--- src/rtl/prefetch_unit_if.sv ---
// Fetch-side bus bundle: instruction-memory req/ack, redirect, and decode valid/ready.
interface prefetch_unit_if #(
  parameter int unsigned XLEN  = 32,
  parameter int unsigned ILEN  = 32,
  parameter int unsigned DEPTH = 4
);
  localparam int unsigned CW = $clog2(DEPTH + 1);

  logic            imem_req;
  logic [XLEN-1:0] imem_addr;
  logic            imem_ack;
  logic [ILEN-1:0] imem_rdata;
  logic            redirect;
  logic [XLEN-1:0] redirect_pc;
  logic            inst_valid;
  logic [ILEN-1:0] inst;
  logic [XLEN-1:0] inst_pc;
  logic            inst_ready;
  logic [CW-1:0]   fifo_count;

  modport master (
    output imem_req, imem_addr, inst_valid, inst, inst_pc, fifo_count,
    input  imem_ack, imem_rdata, redirect, redirect_pc, inst_ready
  );

  modport slave (
    input  imem_req, imem_addr, inst_valid, inst, inst_pc, fifo_count,
    output imem_ack, imem_rdata, redirect, redirect_pc, inst_ready
  );
endinterface

--- src/rtl/prefetch_unit.sv ---
// Instruction-fetch front end: owns the fetch PC, issues one request at a time,
// buffers returned words in a fall-through queue and flushes on redirect.
module prefetch_unit #(
  parameter int unsigned     XLEN     = 32,
  parameter int unsigned     ILEN     = 32,
  parameter int unsigned     DEPTH    = 4,
  parameter logic [XLEN-1:0] RESET_PC = '0
) (
  input logic             clk,
  input logic             rst,
  prefetch_unit_if.master bus
);
  localparam int unsigned     PW     = $clog2(DEPTH);
  localparam int unsigned     CW     = $clog2(DEPTH + 1);
  localparam logic [XLEN-1:0] PC_INC = XLEN'(ILEN / 8);

  typedef enum logic [1:0] {S_IDLE, S_WAIT, S_DISCARD} state_e;

  state_e          state_q, state_d;
  logic [XLEN-1:0] fetch_pc_q, fetch_pc_d;
  logic [XLEN-1:0] addr_q, addr_d;
  logic            req_q, req_d;
  logic            valid_q, valid_d;
  logic [CW-1:0]   count_q, count_d;
  logic [PW-1:0]   wr_ptr_q, wr_ptr_d;
  logic [PW-1:0]   rd_ptr_q, rd_ptr_d;

  logic [XLEN-1:0] pc_mem   [DEPTH];
  logic [ILEN-1:0] inst_mem [DEPTH];

  logic            push;
  logic            pop;
  logic [CW-1:0]   count_nxt;
  logic [XLEN-1:0] redirect_pc_al;

  // Redirect outranks both queue ports in the same cycle.
  assign push           = (state_q == S_WAIT) && bus.imem_ack && !bus.redirect;
  assign pop            = valid_q && bus.inst_ready && !bus.redirect;
  assign count_nxt      = count_q + CW'(push) - CW'(pop);
  assign redirect_pc_al = bus.redirect_pc & ~XLEN'(2'b11);

  always_ff @(posedge clk or negedge rst) begin
    if (!rst) state_q <= S_IDLE;
    else      state_q <= state_d;
  end

  always_comb begin
    state_d = state_q;
    case (state_q)
      S_IDLE: begin
        if (!bus.redirect && (count_nxt < CW'(DEPTH))) state_d = S_WAIT;
      end
      S_WAIT: begin
        if (bus.redirect)      state_d = bus.imem_ack ? S_IDLE : S_DISCARD;
        else if (bus.imem_ack) state_d = (count_nxt < CW'(DEPTH)) ? S_WAIT : S_IDLE;
      end
      S_DISCARD: begin
        if (bus.imem_ack) state_d = S_IDLE;
      end
      default: state_d = S_IDLE;
    endcase
  end

  // The address freezes in DISCARD so the stale request completes unchanged.
  always_comb begin
    fetch_pc_d = fetch_pc_q;
    count_d    = count_nxt;
    wr_ptr_d   = wr_ptr_q + PW'(push);
    rd_ptr_d   = rd_ptr_q + PW'(pop);
    if (push) fetch_pc_d = fetch_pc_q + PC_INC;
    if (bus.redirect) begin
      fetch_pc_d = redirect_pc_al;
      count_d    = '0;
      wr_ptr_d   = '0;
      rd_ptr_d   = '0;
    end
    req_d   = (state_d == S_WAIT) || (state_d == S_DISCARD);
    addr_d  = (state_d == S_DISCARD) ? addr_q : fetch_pc_d;
    valid_d = (count_d != '0);
  end

  always_ff @(posedge clk or negedge rst) begin
    if (!rst) begin
      fetch_pc_q <= RESET_PC;
      addr_q     <= RESET_PC;
      req_q      <= 1'b0;
      valid_q    <= 1'b0;
      count_q    <= '0;
      wr_ptr_q   <= '0;
      rd_ptr_q   <= '0;
    end else begin
      fetch_pc_q <= fetch_pc_d;
      addr_q     <= addr_d;
      req_q      <= req_d;
      valid_q    <= valid_d;
      count_q    <= count_d;
      wr_ptr_q   <= wr_ptr_d;
      rd_ptr_q   <= rd_ptr_d;
    end
  end

  always_ff @(posedge clk) begin
    if (push) begin
      pc_mem[wr_ptr_q]   <= fetch_pc_q;
      inst_mem[wr_ptr_q] <= bus.imem_rdata;
    end
  end

  assign bus.imem_req   = req_q;
  assign bus.imem_addr  = addr_q;
  assign bus.inst_valid = valid_q;
  assign bus.inst       = inst_mem[rd_ptr_q];
  assign bus.inst_pc    = pc_mem[rd_ptr_q];
  assign bus.fifo_count = count_q;
endmodule

--- src/flat_wrapper.sv ---
// flat-port wrapper written by rule: the top's interface ports become plain ports
module prefetch_unit_flat 
#(
  parameter int unsigned     XLEN     = 32,
  parameter int unsigned     ILEN     = 32,
  parameter int unsigned     DEPTH    = 4,
  parameter logic [XLEN-1:0] RESET_PC = '0
)
  (clk, rst, bus_imem_req, bus_imem_addr, bus_inst_valid, bus_inst, bus_inst_pc, bus_fifo_count, bus_imem_ack, bus_imem_rdata, bus_redirect, bus_redirect_pc, bus_inst_ready);
  prefetch_unit_if #(.XLEN(XLEN), .ILEN(ILEN), .DEPTH(DEPTH)) bus_i ();
  input logic clk;
  input logic rst;
  output wire logic [$bits(bus_i.imem_req)-1:0] bus_imem_req;
  output wire logic [$bits(bus_i.imem_addr)-1:0] bus_imem_addr;
  output wire logic [$bits(bus_i.inst_valid)-1:0] bus_inst_valid;
  output wire logic [$bits(bus_i.inst)-1:0] bus_inst;
  output wire logic [$bits(bus_i.inst_pc)-1:0] bus_inst_pc;
  output wire logic [$bits(bus_i.fifo_count)-1:0] bus_fifo_count;
  input wire logic [$bits(bus_i.imem_ack)-1:0] bus_imem_ack;
  input wire logic [$bits(bus_i.imem_rdata)-1:0] bus_imem_rdata;
  input wire logic [$bits(bus_i.redirect)-1:0] bus_redirect;
  input wire logic [$bits(bus_i.redirect_pc)-1:0] bus_redirect_pc;
  input wire logic [$bits(bus_i.inst_ready)-1:0] bus_inst_ready;
  assign bus_imem_req = bus_i.imem_req;
  assign bus_imem_addr = bus_i.imem_addr;
  assign bus_inst_valid = bus_i.inst_valid;
  assign bus_inst = bus_i.inst;
  assign bus_inst_pc = bus_i.inst_pc;
  assign bus_fifo_count = bus_i.fifo_count;
  assign bus_i.imem_ack = bus_imem_ack;
  assign bus_i.imem_rdata = bus_imem_rdata;
  assign bus_i.redirect = bus_redirect;
  assign bus_i.redirect_pc = bus_redirect_pc;
  assign bus_i.inst_ready = bus_inst_ready;
  prefetch_unit #(.XLEN(XLEN), .ILEN(ILEN), .DEPTH(DEPTH), .RESET_PC(RESET_PC)) u_core (.clk(clk), .rst(rst), .bus(bus_i));
endmodule
--- config.mk ---
export PLATFORM = sky130hd
export DESIGN_NAME = prefetch_unit_flat
export DESIGN_NICKNAME = d
export VERILOG_FILES = /design/src/rtl/prefetch_unit_if.sv /design/src/rtl/prefetch_unit.sv /design/src/flat_wrapper.sv
export SDC_FILE = /design/constraint.sdc
export NUM_CORES = 1
export LEC_CHECK = 0
export CAP_MARGIN = 20
export CORE_UTILIZATION = 30
export DETAILED_ROUTE_END_ITERATION = 10
export PLACE_DENSITY_LB_ADDON = 0.3
export SLEW_MARGIN = 40
export SYNTH_ARGS = -nofsm -noshare
export SYNTH_HDL_FRONTEND = slang
export SYNTH_SLANG_ARGS = --single-unit
--- constraint.sdc ---
create_clock -name clk -period 6 [get_ports clk]
set_input_delay 0.9 -clock clk [delete_from_list [all_inputs] [get_ports clk]]
set_output_delay 0.9 -clock clk [all_outputs]
set_load 0.02 [all_outputs]
==> impl_metrics.ini <==
[min_path]
hp-class = in2async

[final_layout]
area_growth_pct = 28.29
fin_util = 0.3934
nets = 955
antenna_cells = 0
drive_gt1_frac = 0.1989

[route]
drtPass1Iterations = 5
vias = 6812
wl_mm = 29.29
wl_per_cell_um = 20.21
ant_nets = 0
drt_iter0_drc = 473
drc_errors = 0
via_per_inst = 4.701

[synthesis]
syn_area_per_cell_um2 = 18.79
synth_adder_area_share = 0.007344
synthCells = 689
synth_top_family_by_area = multiplexers
synth-main-ff-cell = edfxtp_1
synth_seq_cells = 331
synth.largest_area_cell = edfxtp_1
ys_seq_area_frac = 0.7386
synth-edff-count = 256
synth_area_mm2 = 0.01295
synth_xor_area_frac = 0.02164
synth_mux_area_frac = 0.1387
synth_top_area_frac = 0.5937
syn-num-nets = 765
synth-compound-area-share = 0.02319
yosysWarnings = 0
postSynth.asyncResetShare = 0.2266
yosys.area_share.simple = 0.05401
synth_cell_types = 43
ys_top_cells_by_area = edfxtp_1, dfrtp_1, mux4_2, mux2_2, xnor2_1

[sta]
rsz0062_at_grt = false
slew_viol_final = 0
slew_headroom = 0.4400
hold_viol = 0
fin_crit_sh = 0.6803
skew_ns = 0.02044
worstMarginPinSlew_ns = 0.8337
setup_violations = 0
clock.fmax_mhz = 245.0
fin_crit_ns = 4.082
fin_tns_setup_ns = 0

[grt]
grt_pass1_wl_mm = 44.45
grt_usage = 0.1362
grt_pass1_vias = 7135
overflow = 0
antenna_found_initial = 0
grt_max_degree = 76

[cts]
cts-hold-fix-buffers = 0
cts_buffer_depth = 3
ctsResizeCount = 0
clock_sinks = 331
clock_latency_ns = 0.55
cts_tree = built
clock-root-buffer = clkbuf_16
cts_setup_buffers = 0
clkSlewWorstSetupHoldPaths_ns = 0.05
h-tree-depth = 2
cts_buffers = 39

[power]
power_leakage_nw = 5.651
seq_power_share = 0.457
switching_share = 0.2495
p_clk_frac = 0.395
irDropWorstVdd_mv = 0.2290
combPwrFrac = 0.148
p_int_mw = 4.533
p_sw_mw = 1.507
power_density_mw_per_mm2 = 363.6

[critical_path]
cp-startpoint = bus_inst_ready
startpoint_type = primary input
critPathMaxFanout = 13
end_kind = register
crit_type = in2reg
cp.required_ns = 6.40
reg2reg_from = u_core.bus.inst_valid
cp.arrival_ns = 4.48

[placed_design]
port_buffers = 167
hpwl_mm = 18.37
place.gp.congestion = 0.7023

[floorplanning]
rows = 75
ios = 170
core_area_mm2 = 0.04223
initial_core_util = 0.3066
die_area_mm2 = 0.04400
die_height_um = 209.8
die_w_um = 209.8

[outcome]
status = completed

[run]
maxCapViolCount = 0
==> cells in the mapped netlist, types with 2 or more instances <==
| cell type | number |
|---|---|
| xnor2_1 | 19 |
| mux2i_1 | 5 |
| nand4_1 | 14 |
| edfxtp_1 | 256 |
| a21oi_1 | 3 |
| clkbuf_1 | 17 |
| nor4_1 | 2 |
| buf_1 | 7 |
| a221oi_1 | 2 |
| a221oi_2 | 3 |
| mux2_2 | 27 |
| a221o_1 | 12 |
| dfrtp_1 | 75 |
| buf_6 | 2 |
| nand3b_1 | 2 |
| nand2_1 | 40 |
| inv_1 | 17 |
| or3_1 | 2 |
| buf_2 | 6 |
| ha_1 | 6 |
| mux4_2 | 64 |
| nor2b_1 | 5 |
| nor2_1 | 30 |
| nor3_1 | 6 |
| and3_1 | 4 |
| o21ai_0 | 15 |
| and2_1 | 3 |
| nor3b_1 | 6 |
| xor2_1 | 13 |
| nand3_2 | 2 |
| nand3_1 | 12 |
==> per-stage QoR <==
stage	setup WS [ns]	power, mW	hold WS, ns	cells	instance area, um2
6_report	1.918	6.040	0.3632	1449	16610
3_3_place_gp	1.366	3.709	0.4891	1376	15290
5_1_grt	1.636	6.303	0.4250	1449	16610
2_1_floorplan	1.201	3.265	0.4687	689	12960
4_1_cts	1.892	6.147	0.3915	1448	16590
3_5_place_dp	1.315	3.720	0.4946	1376	15290
==> cells in the final DEF, fill, tap and decap left out, types with 3 or more instances in the layout <==
master / n
dfrtp_1: 73
a221oi_2: 3
edfxtp_1: 256
nor2b_1: 5
clkbuf_16: 40
buf_4: 14
nor3_1: 5
clkinv_1: 6
a21oi_1: 3
a221o_1: 12
nand2_1: 40
and3_1: 3
clkbuf_1: 9
mux2i_1: 5
nand3_1: 12
and2_1: 3
clkdlybuf4s50_1: 165
mux2_2: 27
inv_1: 17
bufinv_16: 5
xnor2_1: 19
mux4_2: 64
nand4_1: 14
nor3b_1: 5
ha_1: 5
nor2_1: 29
clkinv_2: 6
o21ai_0: 15
xor2_1: 13
==> layout make-up <==
type	count	area, um2
Fill cell	3903	25620
Sequential cell	331	9572
Multi-Input combinational cell	308	3208
Timing Repair Buffer	182	1793
Clock buffer	50	1049
Tap cell	539	674.4
Clock inverter	22	252.7
Inverter	17	63.81
==> path summary, 6_finish.rpt <==
check / end / depth (start not counted) / slack [ns]
max: u_core.bus.imem_addr[22] / 16 / 1.92
min: u_core.bus.imem_addr[25] / 1 / 0.36
max reg2reg: u_core.bus.imem_addr[22] / 15 / 2.36
min reg2reg: u_core.bus.imem_addr[29] / 2 / 0.51
max in group asynchronous: u_core.rd_ptr_q[1] / 1 / 5.07
min in group clk: u_core.bus.imem_addr[29] / 2 / 0.51
==> power by group through the flow <==
stage / logic, mW / clock network, mW / registers [mW]
after floorplan: 0.439 / 0 / 2.83
after global placement: 0.905 / 0 / 2.80
after detailed placement: 0.910 / 0 / 2.81
after CTS: 0.914 / 2.47 / 2.77
after global routing: 0.961 / 2.56 / 2.78
final: 0.895 / 2.38 / 2.76
==> cell families after synthesis <==
logic type / count (synthesis)
and+or+nand+nor: 135
adders and majority gates: 7
xor gates and xnor gates: 32
muxes: 96
buffers and inverters: 50
AOI/OAI and AO/OA: 38
DFF: 331
==> state kept, by name (all words and copies together) (netlist names) <==
register	count
u_core.fetch_pc_q	32
u_core.bus.imem_addr	32
u_core.bus.fifo_count	3
u_core.wr_ptr_q	2
u_core.inst_mem	128
u_core.state_q	2
u_core.bus.imem_req	1
u_core.rd_ptr_q	2
u_core.bus.inst_valid	1
u_core.pc_mem	128
==> metal layers <==
metal,track usage,vias to the layer above,wire length (um)
met2,0.2125,187,13660
met1,0.1857,3468,13340
met5,0,-,0
met4,0.04908,0,637
li1,-,3107,-
met3,0.03187,50,1659
==> critical path, stage by stage <==
cell and delay, ns:
clkdlybuf4s50_1 0.45, nand2_1 0.04, nor2_1 0.25, ha_1 0.30, inv_1 0.06, ha_1 0.13, inv_1 0.04, fa_1 0.37
xor2_1 0.16, xnor2_1 0.20, a21oi_1 0.05, or3_1 0.33, ha_2 0.35, nor2_1 0.41, buf_4 0.32, a221oi_1 0.10
Note: power is estimated with default switching activity, not from simulation.
